`src/rtl/sseg_pkg.sv`:
```
// Shared types and constants for the seven-segment scan display blocks.
// Segment order is {a,b,c,d,e,f,g}; segments and anodes are active-low.
package sseg_pkg;

  typedef enum logic {
    ST_BLANK = 1'b0,
    ST_DRIVE = 1'b1
  } sseg_state_t;

  localparam logic [6:0] SEG_BLANK = 7'h7F;
  localparam logic [3:0] AN_OFF    = 4'hF;

  // Hex digit to active-low segment pattern, indexed by nibble value.
  localparam logic [6:0] SEG_TABLE [16] = '{
    7'b0000001, 7'b1001111, 7'b0010010, 7'b0000110,
    7'b1001100, 7'b0100100, 7'b0100000, 7'b0001111,
    7'b0000000, 7'b0000100, 7'b0001000, 7'b1100000,
    7'b0110001, 7'b1000010, 7'b0110000, 7'b0111000
  };

endpackage

```
`src/rtl/sseg_hex_encoder.sv`:
```
// Combinational nibble to active-low seven-segment encoder.
// Shared by the display blocks so every display uses the same glyph table.
module sseg_hex_encoder
  import sseg_pkg::*;
(
  input  logic [3:0] nibble,
  output logic [6:0] segments
);

  // Table lookup of the glyph for the selected nibble.
  always_comb begin
    segments = SEG_TABLE[nibble];
  end

endmodule

```
`src/rtl/sseg_scan_controller.sv`:
```
// Four-digit common-anode seven-segment scan controller.
// Scans digits 0..3 with a blank gap before each drive slot. A new value is
// staged in a pending register and copied to the display register only at the
// frame wrap, so a frame never mixes old and new digits.
// Optional macro SSEG_LEADING_ZERO_BLANK_EN: suppress leading zero digits
// (digit 0 always shown).
module sseg_scan_controller
  import sseg_pkg::*;
#(
  parameter int C_TICKS_PER_DIGIT = 100000,
  parameter int C_BLANK_TICKS     = 1000
) (
  input  logic        clk,
  input  logic        rst,
  input  logic [15:0] value,
  input  logic        load,
  input  logic [3:0]  digit_en,
  output logic [6:0]  segments,
  output logic [3:0]  anodes,
  output logic        frame_done
);

  localparam int CNT_MAX = (C_TICKS_PER_DIGIT > C_BLANK_TICKS) ? C_TICKS_PER_DIGIT : C_BLANK_TICKS;
  localparam int CW      = $clog2(CNT_MAX + 1);
  localparam logic [CW-1:0] DRIVE_LAST = CW'(C_TICKS_PER_DIGIT - 1);
  localparam logic [CW-1:0] BLANK_LAST = CW'((C_BLANK_TICKS > 0) ? (C_BLANK_TICKS - 1) : 0);
  // With no blank gap the FSM lives in ST_DRIVE permanently.
  localparam sseg_state_t ST_START = (C_BLANK_TICKS > 0) ? ST_BLANK : ST_DRIVE;

  sseg_state_t   state_r, state_s;
  logic [CW-1:0] cnt_r, cnt_s;
  logic [1:0]    idx_r, idx_s;
  logic          wrap_s;
  logic [15:0]   disp_r, pending_r;
  logic          pending_valid_r;
  logic [3:0]    nibble_s, lead_mask_s, shown_s, an_s;
  logic [6:0]    enc_s, seg_s;

  sseg_hex_encoder u_enc (
    .nibble   (nibble_s),
    .segments (enc_s)
  );

`ifdef SSEG_LEADING_ZERO_BLANK_EN
  // Digits above the most significant nonzero digit are treated as disabled.
  assign lead_mask_s = {|disp_r[15:12], |disp_r[15:8], |disp_r[15:4], 1'b1};
`else
  assign lead_mask_s = 4'hF;
`endif

  assign shown_s = digit_en & lead_mask_s;

  // Next-state logic: blank gap, then drive slot, advancing the digit index.
  always_comb begin
    state_s = state_r;
    cnt_s   = cnt_r + CW'(1);
    idx_s   = idx_r;
    wrap_s  = 1'b0;
    case (state_r)
      ST_BLANK: begin
        if (cnt_r == BLANK_LAST) begin
          state_s = ST_DRIVE;
          cnt_s   = '0;
        end else begin
          state_s = ST_BLANK;
        end
      end
      ST_DRIVE: begin
        if (cnt_r == DRIVE_LAST) begin
          idx_s   = idx_r + 2'd1;
          cnt_s   = '0;
          wrap_s  = (idx_r == 2'd3);
          state_s = ST_START;
        end else begin
          state_s = ST_DRIVE;
        end
      end
      default: begin
        state_s = ST_START;
        cnt_s   = '0;
        idx_s   = 2'd0;
      end
    endcase
  end

  // Select the display nibble of the digit currently being scanned.
  always_comb begin
    case (idx_r)
      2'd0:    nibble_s = disp_r[3:0];
      2'd1:    nibble_s = disp_r[7:4];
      2'd2:    nibble_s = disp_r[11:8];
      2'd3:    nibble_s = disp_r[15:12];
      default: nibble_s = 4'h0;
    endcase
  end

  // Pin values for the current state; registered below.
  always_comb begin
    seg_s = SEG_BLANK;
    an_s  = AN_OFF;
    if (state_r == ST_DRIVE) begin
      seg_s = enc_s;
      if (shown_s[idx_r]) begin
        an_s = ~(4'b0001 << idx_r);
      end else begin
        an_s = AN_OFF;
      end
    end else begin
      seg_s = SEG_BLANK;
      an_s  = AN_OFF;
    end
  end

  // Scan state, cycle counter and digit index registers.
  always_ff @(posedge clk) begin
    if (rst) begin
      state_r <= ST_START;
      cnt_r   <= '0;
      idx_r   <= 2'd0;
    end else begin
      state_r <= state_s;
      cnt_r   <= cnt_s;
      idx_r   <= idx_s;
    end
  end

  // Shadow registers: loads go to pending, display updates only at frame wrap.
  always_ff @(posedge clk) begin
    if (rst) begin
      disp_r          <= 16'h0000;
      pending_r       <= 16'h0000;
      pending_valid_r <= 1'b0;
    end else begin
      if (wrap_s && pending_valid_r) begin
        disp_r <= pending_r;
      end
      if (load) begin
        pending_r       <= value;
        pending_valid_r <= 1'b1;
      end else if (wrap_s) begin
        pending_valid_r <= 1'b0;
      end
    end
  end

  // Registered display pins and end-of-frame pulse.
  always_ff @(posedge clk) begin
    if (rst) begin
      segments   <= SEG_BLANK;
      anodes     <= AN_OFF;
      frame_done <= 1'b0;
    end else begin
      segments   <= seg_s;
      anodes     <= an_s;
      frame_done <= wrap_s;
    end
  end

endmodule

```
`config.mk`:
```
export PLATFORM = sky130hd
export DESIGN_NAME = sseg_scan_controller
export DESIGN_NICKNAME = d
export VERILOG_FILES = /design/src/rtl/sseg_pkg.sv /design/src/rtl/sseg_hex_encoder.sv /design/src/rtl/sseg_scan_controller.sv
export SDC_FILE = /design/constraint.sdc
export NUM_CORES = 1
export LEC_CHECK = 0
export ABC_AREA = 1
export ABC_CLOCK_PERIOD_IN_PS = 2300
export CORE_MARGIN = 1.5
export CORE_UTILIZATION = 50
export DETAILED_ROUTE_END_ITERATION = 8
export PLACE_DENSITY = 0.72
export SYNTH_ARGS = -nofsm -noshare
export SYNTH_HDL_FRONTEND = slang
export SYNTH_SLANG_ARGS = --single-unit
```
`constraint.sdc`:
```
create_clock -name clk -period 2.3 [get_ports clk]
set_clock_uncertainty 0.05 [all_clocks]
set_input_delay 0.345 -clock clk [delete_from_list [all_inputs] [get_ports clk]]
set_output_delay 0.345 -clock clk [all_outputs]
set_load 0.1 [all_outputs]
```
==> flow_metrics.tcl <==
set metrics [dict create \
    dieArea_um2 6500 \
    post_cts_buffers 0 \
    startpoint_type "register" \
    hp-class "reg -> reg" \
    synthArstFlopShare 0 \
    path_clk_slew_ns 0.07 \
    synth_cell_type_count 27 \
    rows 28 \
    core_um2 5850 \
    die_y_um 80.6 \
    final_util 0.631 \
    final_nets 513 \
    total_power_mw 2.59 \
    via_per_inst 4.90 \
    grt_pass1_wl_um 11400 \
    cts_tree "built" \
    syn-cell-area_um2 3010 \
    reg2regPathDepth 11 \
    placed_cells 542 \
    crit_type "reg -> reg" \
    pre_cts_ws_ns 0.0357 \
    htreeDepth 3 \
    status "complete, no violations" \
    cts_buffers 9 \
    grt_busiest_layer "met2" \
    yosysSeqAreaShare 0.432 \
    insertion_delay_ns 0.35 \
    hold_slack_ns 0.406 \
    overflow 0 \
    final_hold_viol_count 0 \
    grtUsageTotal 0.229 \
    ys_seq_elements 65 \
    period_share 0.909 \
    slew_viol_final 0 \
    place_area_um2 3410 \
    synth_edf_count 0 \
    power_density_nw_per_um2 701 \
    instances_no_fill 558 \
    yosysMostFrequentCell "nor2_1" \
    antenna_found_initial 0 \
    ant_nets 0 \
    portBuffers 34 \
    synth.area.top_cells "dfxtp_1, nor2_1, nand2_1, inv_1, ha_1" \
    worstPathMaxFanout 7 \
    p_leak_nw 1.70 \
    dpl.hpwl_um 4520 \
    design_area_um2 3690 \
    fin_setup_tns_ns 0 \
    critical_path.endpoint_type "register" \
    cts_sinks 65 \
    cts_buffer_depth 2 \
    cap_viol_max_count 0 \
    grt_pass1_vias 2545 \
    n_antenna_cell 0 \
    fillCellCount 545 \
    synth_cells 436 \
    drc 0 \
    worstPathRequired_ns 2.48 \
    fp.dieW_um 80.6 \
    min_delay_path_depth 1 \
    slew_headroom 0.653 \
    use_met2 0.349 \
    pin_count 35 \
    drive_gt1_frac 0.0952 \
    cts-root-buf "clkbuf_8" \
    met3_usage 0.0455 \
    syn_avg_cell_area_um2 6.90 \
    grt_max_degree 36 \
    synth.top_cell.area_share 0.432 \
    gp_congestion 0.933 \
    hold_buffers 0 \
    vias 2735 \
    synth_commonest_cells "nor2_1, nand2_1, dfxtp_1, inv_1" \
    worst_slew_pin_slew_ns 0.516 \
    timing.fmax_mhz 478 \
    ir_drop_mv 0.561 \
    start_util 0.515 \
    dr.pass1.iters 5 \
    synth_area_leader_cell "dfxtp_1" \
    fin_crit_ns 2.09 \
    synthesis.nets 471 \
    yosys_warnings 0 \
    wl_per_cell_um 11.8 \
    rsz0062_at_grt "no" \
    area_growth_pct 22.6 \
    finalSetupViolCount 0 \
    grtUsageMet1 0.303 \
    synthFlopType "dfxtp_1" \
    drtIter0Drc 170 \
    worstPathArrival_ns 2.27 \
    setup_slack_ns 0.209 \
    wirelength_um 6610 \
]
-- registers in the layout, indices dropped and copies added, names as in the netlist --
| register | flops |
|---|---|
| idx_r | 2 |
| pending_r | 16 |
| cnt_r | 17 |
| disp_r | 16 |
| anodes | 4 |
| pending_valid_r | 1 |
| state_r | 1 |
| segments | 7 |
| frame_done | 1 |
-- worst max-delay path, cell delays in order, from the launching register on --
cell,delay (ns)
dfxtp_2,0.37
inv_1,0.13
ha_1,0.29
inv_2,0.13
nand2_1,0.06
o22ai_1,0.17
inv_1,0.12
ha_1,0.26
inv_1,0.08
nor2_1,0.05
a21oi_1,0.21
nand2_1,0.07
-- path summary, 6_finish.rpt --
| check | from | endpoint | slack (ns) |
|---|---|---|---|
| worst max register to register | idx_r[0] | segments[1] | 0.21 |
| worst max-delay path | idx_r[0] | segments[1] | 0.21 |
| worst min register to register | cnt_r[0] | cnt_r[0] | 0.41 |
| worst min-delay path | cnt_r[0] | cnt_r[0] | 0.41 |
-- cells in the final DEF, fill, tap and decap left out, types with 2 or more instances in the layout --
| cell | instances |
|---|---|
| nand3_1 | 25 |
| nand4_1 | 4 |
| o21ai_1 | 2 |
| dfxtp_1 | 64 |
| clkdlybuf4s50_1 | 22 |
| bufinv_16 | 4 |
| inv_2 | 4 |
| nor3_1 | 6 |
| inv_1 | 44 |
| xor2_1 | 7 |
| nand2_1 | 105 |
| clkinv_1 | 2 |
| o22ai_1 | 3 |
| o21ai_0 | 25 |
| ha_1 | 12 |
| a21oi_1 | 6 |
| clkbuf_8 | 11 |
| buf_4 | 18 |
| nor2_1 | 107 |
-- routing by layer --
metal  up-vias  routed length (µm)  share of wire
li1       1440                   -              -
met1      1182                3120           0.47
met2        95                2950           0.45
met3        18                 356          0.054
met4         0                 178          0.027
met5         -                   0              0
-- timing repair --
item	CTS	global route
resized for setup	1	2
endpoints found under the setup margin	2	5
hold endpoints to repair	0	0
-- logic make-up after synthesis --
| kind of cell | share of synthesized area |
|---|---|
| compound gates | 0.0736 |
| xor+xnor | 0.0204 |
| fa+ha+maj | 0.0499 |
| buf+inv | 0.0802 |
| flops | 0.432 |
| simple gates | 0.344 |
-- report_power, final --
part	internal [mW]	switching, mW
Combinational	0.0522	0.0459
Clock	0.887	0.438
Sequential	1.15	0.0137
-- final cells by class --
| type | count | area [µm²] | area share |
|---|---|---|---|
| multi-input combinational | 312 | 1470 | 0.399 |
| inverter | 50 | 188 | 0.0509 |
| sequential | 65 | 1300 | 0.353 |
| clock inverter | 5 | 125 | 0.0339 |
| clock buffer | 11 | 151 | 0.0410 |
| timing repair buffer | 40 | 355 | 0.0963 |
| tap | 75 | 93.8 | 0.0254 |
Power figures use the tool's default switching activity.
